<file path="src/rtl/cache_ctrl_4way.sv">
// Read-only 4-way set-associative cache controller with one-word lines and
// "any but MRU" replacement. Hit: cpu_ack two edges after accept. Miss: mem_req
// two edges after accept, cpu_ack one edge after mem_ack. No internal backpressure;
// the CPU holds cpu_req until cpu_ack and the memory port may stall indefinitely.
//
// Ports:
//   clk, rst_n            clock (rising edge), synchronous active-low reset
//   cpu_req/cpu_addr      CPU read request and address (index = low IDX_W bits)
//   cpu_ack/cpu_rdata/cpu_hit  one-cycle response with data and hit flag
//   mem_req/mem_addr      refill request, held until mem_ack
//   mem_ack/mem_rdata     refill completion and data
//   busy                  high whenever the controller is not in IDLE
module cache_ctrl_4way #(
  parameter int ADDR_W = 8,
  parameter int DATA_W = 8,
  parameter int IDX_W  = 2
) (
  input  logic              clk,
  input  logic              rst_n,
  input  logic              cpu_req,
  input  logic [ADDR_W-1:0] cpu_addr,
  output logic              cpu_ack,
  output logic [DATA_W-1:0] cpu_rdata,
  output logic              cpu_hit,
  output logic              mem_req,
  output logic [ADDR_W-1:0] mem_addr,
  input  logic              mem_ack,
  input  logic [DATA_W-1:0] mem_rdata,
  output logic              busy
);

  localparam int SETS  = 2 ** IDX_W;
  localparam int TAG_W = ADDR_W - IDX_W;
  localparam int WAYS  = 4;

  typedef enum logic [1:0] {IDLE, LOOKUP, MISS, RESP} state_t;

  state_t              state_q, state_d;
  logic [ADDR_W-1:0]   addr_q, addr_d;
  logic [1:0]          victim_q, victim_d;
  logic                cpu_ack_q, cpu_ack_d;
  logic                cpu_hit_q, cpu_hit_d;
  logic [DATA_W-1:0]   cpu_rdata_q, cpu_rdata_d;
  logic                mem_req_q, mem_req_d;
  logic [ADDR_W-1:0]   mem_addr_q, mem_addr_d;
  logic                busy_q;

  logic [TAG_W-1:0]    tag_q   [SETS][WAYS];
  logic [DATA_W-1:0]   data_q  [SETS][WAYS];
  logic [WAYS-1:0]     valid_q [SETS];
  logic [1:0]          mru_q   [SETS];

  logic [IDX_W-1:0]    idx;
  logic [TAG_W-1:0]    tag;
  logic                hit;
  logic [1:0]          hit_way;
  logic [1:0]          victim;
  logic                inv_found;
  logic                install;
  logic                mru_wr;
  logic [1:0]          mru_way;

  assign idx = addr_q[IDX_W-1:0];
  assign tag = addr_q[ADDR_W-1:IDX_W];

  // Scan downwards so the lowest-index match is the last one assigned.
  always_comb begin
    hit     = 1'b0;
    hit_way = 2'd0;
    for (int w = WAYS - 1; w >= 0; w--) begin
      if (valid_q[idx][w] && (tag_q[idx][w] == tag)) begin
        hit     = 1'b1;
        hit_way = 2'(w);
      end
    end
  end

  // Victim: lowest invalid way, else lowest way that is not the MRU way.
  always_comb begin
    victim    = 2'd0;
    inv_found = 1'b0;
    for (int w = 0; w < WAYS; w++) begin
      if (!inv_found && !valid_q[idx][w]) begin
        victim    = 2'(w);
        inv_found = 1'b1;
      end
    end
    if (!inv_found) begin
      victim = (mru_q[idx] == 2'd0) ? 2'd1 : 2'd0;
    end
  end

  always_comb begin
    state_d     = state_q;
    addr_d      = addr_q;
    victim_d    = victim_q;
    cpu_ack_d   = 1'b0;
    cpu_hit_d   = cpu_hit_q;
    cpu_rdata_d = cpu_rdata_q;
    mem_req_d   = mem_req_q;
    mem_addr_d  = mem_addr_q;
    install     = 1'b0;
    mru_wr      = 1'b0;
    mru_way     = 2'd0;
    unique case (state_q)
      IDLE: begin
        // The ack cycle is spent here, so hit status clears on leaving it.
        cpu_hit_d = 1'b0;
        if (cpu_req) begin
          addr_d  = cpu_addr;
          state_d = LOOKUP;
        end
      end
      LOOKUP: begin
        if (hit) begin
          mru_wr      = 1'b1;
          mru_way     = hit_way;
          cpu_rdata_d = data_q[idx][hit_way];
          cpu_hit_d   = 1'b1;
          state_d     = RESP;
        end else begin
          victim_d   = victim;
          mem_addr_d = addr_q;
          state_d    = MISS;
        end
      end
      MISS: begin
        // mem_ack only counts once mem_req is visible on the port.
        if (mem_req_q && mem_ack) begin
          install     = 1'b1;
          mru_wr      = 1'b1;
          mru_way     = victim_q;
          cpu_rdata_d = mem_rdata;
          cpu_hit_d   = 1'b0;
          mem_req_d   = 1'b0;
          state_d     = RESP;
        end else begin
          mem_req_d = 1'b1;
        end
      end
      RESP: begin
        cpu_ack_d = 1'b1;
        mem_req_d = 1'b0;
        state_d   = IDLE;
      end
      default: state_d = IDLE;
    endcase
  end

  always_ff @(posedge clk) begin
    if (!rst_n) begin
      state_q     <= IDLE;
      addr_q      <= '0;
      victim_q    <= '0;
      cpu_ack_q   <= 1'b0;
      cpu_hit_q   <= 1'b0;
      cpu_rdata_q <= '0;
      mem_req_q   <= 1'b0;
      mem_addr_q  <= '0;
      busy_q      <= 1'b0;
      for (int s = 0; s < SETS; s++) begin
        valid_q[s] <= '0;
        mru_q[s]   <= '0;
      end
    end else begin
      state_q     <= state_d;
      addr_q      <= addr_d;
      victim_q    <= victim_d;
      cpu_ack_q   <= cpu_ack_d;
      cpu_hit_q   <= cpu_hit_d;
      cpu_rdata_q <= cpu_rdata_d;
      mem_req_q   <= mem_req_d;
      mem_addr_q  <= mem_addr_d;
      busy_q      <= (state_d != IDLE);
      if (install) valid_q[idx][victim_q] <= 1'b1;
      if (mru_wr)  mru_q[idx] <= mru_way;
    end
  end

  // Tag/data arrays carry no reset; valid bits alone qualify their contents.
  always_ff @(posedge clk) begin
    if (rst_n && install) begin
      tag_q[idx][victim_q]  <= tag;
      data_q[idx][victim_q] <= mem_rdata;
    end
  end

  assign cpu_ack   = cpu_ack_q;
  assign cpu_hit   = cpu_hit_q;
  assign cpu_rdata = cpu_rdata_q;
  assign mem_req   = mem_req_q;
  assign mem_addr  = mem_addr_q;
  assign busy      = busy_q;

endmodule

</file>
<file path="config.mk">
export PLATFORM = sky130hd
export DESIGN_NAME = cache_ctrl_4way
export DESIGN_NICKNAME = d
export VERILOG_FILES = /design/src/rtl/cache_ctrl_4way.sv
export SDC_FILE = /design/constraint.sdc
export NUM_CORES = 1
export LEC_CHECK = 0
export BUFFER_PORTS_ARGS = -buffer_cell sky130_fd_sc_hd__buf_4
export CORE_MARGIN = 2
export CORE_UTILIZATION = 55
export DETAILED_ROUTE_END_ITERATION = 10
export GPL_ROUTABILITY_DRIVEN = 1
export HOLD_SLACK_MARGIN = 0.02
export PLACE_DENSITY = 0.72
export SKIP_LAST_GASP = 1
export SYNTH_ARGS = -nofsm -noshare
export SYNTH_HDL_FRONTEND = slang
export SYNTH_SLANG_ARGS = --single-unit
</file>
<file path="constraint.sdc">
create_clock -name clk -period 7.3 [get_ports clk]
set_input_delay 1.825 -clock clk [delete_from_list [all_inputs] [get_ports clk]]
set_output_delay 1.825 -clock clk [all_outputs]
set_load 0.05 [all_outputs]
</file>
Word level (Yosys, flattened, before mapping). Memories as Yosys holds them, arrays and structs flattened. A register that Yosys moved wholly into a read port is not among the register bits. Cells that the tools add are included.

Muxes and demuxes: 70. Divide/modulo/power cells: 0. Shift-type cells: 0. Bitwise operators: 3. Reduce and logical (&&, ||, !) cells: 28. $lt $le $gt $ge: 5. Equality and inequality tests: 9. Multipliers: 0. Add/subtract/negate cells: 0.

Operator list (count): 2-bit 2-to-1 mux (22); 8-bit 2-to-1 mux (5); 32-bit 2-to-1 mux (1); 1-bit 2-to-1 mux (27); 6-bit equality test (4); 24-bit 2-to-1 mux (1); 8-bit binary-select mux with 2-bit select (1); 8-bit demux with 2-bit select (1); 8-bit case mux with 2 select lines (1); 6-bit demux with 2-bit select (1); 4-bit 2-to-1 mux (3); 1-bit logical AND (11); 2-bit case mux with 4 select lines (1); 3-bit greater-or-equal comparator (second input constant) (2); 6-bit 2-to-1 mux (1); 2-bit inverter with 3-bit output (2); 3-bit AND reduction (2); 2-bit nonzero test (3); 1-bit zero test (5); 2-bit equality test (second input constant) (2); 2-bit zero test (2); 2-bit inequality test (second input constant) (2); 1-bit case mux with 2 select lines (2); 2-bit case mux with 2 select lines (1); 11 further kinds (12).

Register bits after elaboration: 32. Input bits: 20. Word-level logic and storage cells: 128. Memories: 4. Bits in latches: 0. Memory bits (writable): 248. Output and inout bits: 20. Memory bits (read-only): 0.

Memories: data_q (depth 4, bits a word 32, rd ports 1, clocked after memory_dff 1, write ports 1, RTL line 49) `logic [DATA_W-1:0] data_q [SETS][WAYS];`; tag_q (depth 4, bits a word 24, rd ports 1, clocked after memory_dff 1, write ports 1, RTL line 48) `logic [TAG_W-1:0] tag_q [SETS][WAYS];`; valid_q (depth 4, bits a word 4, rd ports 1, clocked after memory_dff 1, write ports 4, RTL line 50) `logic [WAYS-1:0] valid_q [SETS];`; mru_q (depth 4, bits a word 2, rd ports 1, clocked after memory_dff 1, write ports 4, RTL line 51) `logic [1:0] mru_q [SETS];`.

Longest topological paths before layout.
Depth after elaboration: 13. Depth in mapped cells: 15. Depth with buffers taken out: 8.

Worst setup path after synthesis. No wires, ideal clock.

Kind: input -> register. Start point: input mem_ack. End point: memory valid_q[3][1] (enable). Arrival: 3576 ps. Stages on the path: 7. Path slack: 3429 ps. Data required time: 7005 ps. Path buffers: 1. Setup time: 295 ps. Path through: and3_1 -> clkbuf_1 -> nand2_1 -> inv_1 -> nand3b_1 -> a21oi_1 -> nand2b_1.

RTL lines: start: declaration (RTL line 27) `input logic mem_ack,`; end: declaration (RTL line 50).

==> out/metrics.yaml <==
status:
  outcome: "complete, no violations"
final_layout:
  diodes: 0
  regArea_mm2: 0.00813
  nNetsFinal: 773
  area_delta_synth_final_pct: 13.2
  fill_cells: 1470
  final_core_util: 0.631
  multi_input_area_mm2: 0.00325
  drive_gt1_frac: 0.221
  final_cells: 1045
setup_path:
  cp-end-kind: "register"
  cp_max_fo: 38
  cpPeakStageDelay_ns: 0.77
  critPathTopFamily: "simple AND/OR/NAND/NOR gates"
  cp_cell_sequence: "buf_4, mux4_2, xnor2_1, and4_1, o211a_1, nor2b_1, a22oi_1, a31oi_1"
  reg2reg_setup_slack_ns: 2.97
  critical_path.reg2reg.endpoint: "cpu_rdata[5]"
  cpMaxStageDelayCell: "dfxtp_4"
  path_class: "reg -> reg"
  cp-start-kind: "register"
  r2r_cells: 8
  cp.buffers_inverters: 1
  worstPathRequired_ns: 7.77
  cp.arrival_ns: 4.80
sta:
  finalSetupViolCount: 0
  max_freq_mhz: 231
  max_slew.worst_pin.slew_ns: 1.17
  rsz0062_at_grt: "no"
  max_slew_margin: 0.220
  final.setup.tns_ns: 0
  hold_viol: 0
  finClkSkew_ns: 0.0192
  period_minus_slack_ns: 4.33
  fin_crit_sh: 0.593
  drv_slew: 0
clock_tree:
  clk_pin_slew_ns: 0.06
  post_cts_buffers: 0
  cts_sinks: 282
  clockBufferDepth: 3
  root_buffer: "clkbuf_16"
  cts_tree: "done"
  post_cts_resized: 0
  numCtsBuffers: 28
  worstSkewPairLatency_ns: 0.55
  holdBufCountCts: 0
  h-tree-depth: 1
global_route:
  grtUsageTotal: 0.229
  grt-ovfl-total: 0
  grt_pass1_wl_mm: 38.2
  first_global_vias: 6577
  grt_antenna_before_repair: 0
  grt_max_degree: 44
hold_path:
  hold_path_depth: 2
  hold_path_end: "mem_addr[5]"
  hold_class: "reg -> reg"
  hp-start: "mem_addr[5]"
route:
  post_drt_wl_per_cell_um: 24.0
  drc_errors: 0
  first_pass_iters: 6
  num_vias: 6536
  viasPerCell: 6.25
  drt_wl_total_mm: 25.1
  ant_nets: 0
  dr.first_iter.drc_count: 665
power:
  p_leak_nw: 4.32
  peakVddDrop_uv: 237
  power_mw: 4.18
  p_per_area_mw_per_mm2: 316
synthesis:
  synth_top_cell_by_area: "edfxtp_1"
  synth-seq-area-share: 0.696
  synth_ff_type: "edfxtp_1"
  synth_fa_ha_area_frac: 0.00535
  synthArstFlopShare: 0
  synth_top_family_by_area: "multiplexers"
  synth_compound_area_frac: 0.0535
  synthDistinctLibCells: 53
  ys_warn_count: 0
  synth_common_cells: "edfxtp_1 (248), mux4_2 (56), nor2_1 (40), dfxtp_1 (34), nand2_1 (32)"
  synth_top_area_share: 0.637
  synth.area.top_cells: "edfxtp_1 (64%), mux4_2 (11%), dfxtp_1 (5.8%), mux2i_1 (2.1%), nor3b_1 (1.5%)"
  ys_ff_latch: 282
  yosysMostFrequentCell: "edfxtp_1"
  postSynthCellCount: 710
  syn_nets: 735
  synth_edf_count: 248
  avgSynthCellArea_um2: 16.5
  synth_mux_area_frac: 0.129
  syn_area_mm2: 0.0117
  synth-simple-area-share: 0.0726
  synth_xor_xnor_area_share: 0.0172
floorplanning:
  io_pins: 40
  die_height_um: 150
  coreArea_mm2: 0.0210
  die_w_um: 150
  die_area_mm2: 0.0224
  num_rows: 53
  start_util: 0.558
placement:
  dp.cells: 993
  post-dp-hpwl_mm: 15.4
  numPortBuffers: 39
  gp_routability_congestion: 0.800
flow_run:
  cap_violations: 0
worst max-delay path by stage:
stage	depth (start not counted)	end
after floorplan	7	valid_q[3][1]
after global placement	9	mru_q[2][0]
after detailed placement	9	mru_q[1][0]
after CTS	9	mru_q[2][1]
after global routing	9	mru_q[1][1]
final	8	cpu_rdata[5]
where the power goes:
group	switching (mW)	internal [mW]	leakage (nW)	total (mW)
Clock	0.596	0.950	0.485	1.55
Combinational	0.427	0.284	1.28	0.711
Sequential	0.0964	1.83	2.56	1.92
stage by stage:
stage	instance area (µm²)	hold WS [ns]	worst slack (ns)
2_1_floorplan	11700	0.475	3.43
3_3_place_gp	12200	0.446	3.07
3_5_place_dp	12200	0.448	2.94
4_1_cts	13200	0.457	2.93
5_1_grt	13200	0.479	2.54
6_report	13200	0.456	2.97
cells by family (layout without fill, tap and decap cells):
logic type                 Yosys count  in the layout
adders and majority gates            5              5
muxes                               81             81
DFF                                282            282
and+or+nand+nor                    161            161
AOI/OAI and AO/OA                   96             96
buffers and inverters               62            122
xor gates and xnor gates            23             23
layer usage:
layer	up-vias	part of all wire	global-route usage
met5	-	0	0
met4	0	0.027	0.0731
met3	55	0.067	0.0299
met2	234	0.47	0.361
met1	3375	0.43	0.338
li1	2872	-	-
state kept, by name, summed over array words and instances (netlist names), 2 cells and up, named ones only:
signal	flops
addr_q	8
cpu_rdata	8
data_q	128
mem_addr	8
mru_q	8
state_q	2
tag_q	96
valid_q	16
victim_q	2
layout by cell type, fill, tap and decap left out, drive strengths merged, types with 3 or more instances in the layout:
cell type | synthesis | routed
edfxtp | 248 | 248
mux2i | 24 | 24
nand3 | 25 | 25
ha | 5 | 5
clkbuf | 28 | 31
or2 | 3 | 3
xor2 | 3 | 3
nor2 | 40 | 40
o21ai | 29 | 29
mux4 | 56 | 56
nand2 | 32 | 32
buf | 25 | 61
and4 | 6 | 6
nand4 | 12 | 12
bufinv | 0 | 7
nor3 | 4 | 4
inv | 9 | 9
o211ai | 8 | 8
a21oi | 19 | 19
nor3b | 24 | 24
a22oi | 9 | 9
nand2b | 7 | 7
dfxtp | 34 | 34
xnor2 | 20 | 20
a31oi | 17 | 17
clkinv | 0 | 13
cell type report:
type / count / share of cell area
clock buffer: 31 / 0.0539
clock inverter: 21 / 0.0219
inverter: 9 / 0.00256
multi-input combinational: 366 / 0.246
sequential: 282 / 0.615
tap: 275 / 0.0260
timing repair buffer: 61 / 0.0346
tightest hold or removal path: cells and delay by family, from the launching register on:
kind	cells	cell delay, ns
compound gates	1	0.05
flops	1	0.31
simple gates	1	0.05
(Power assumes the default switching activity.)
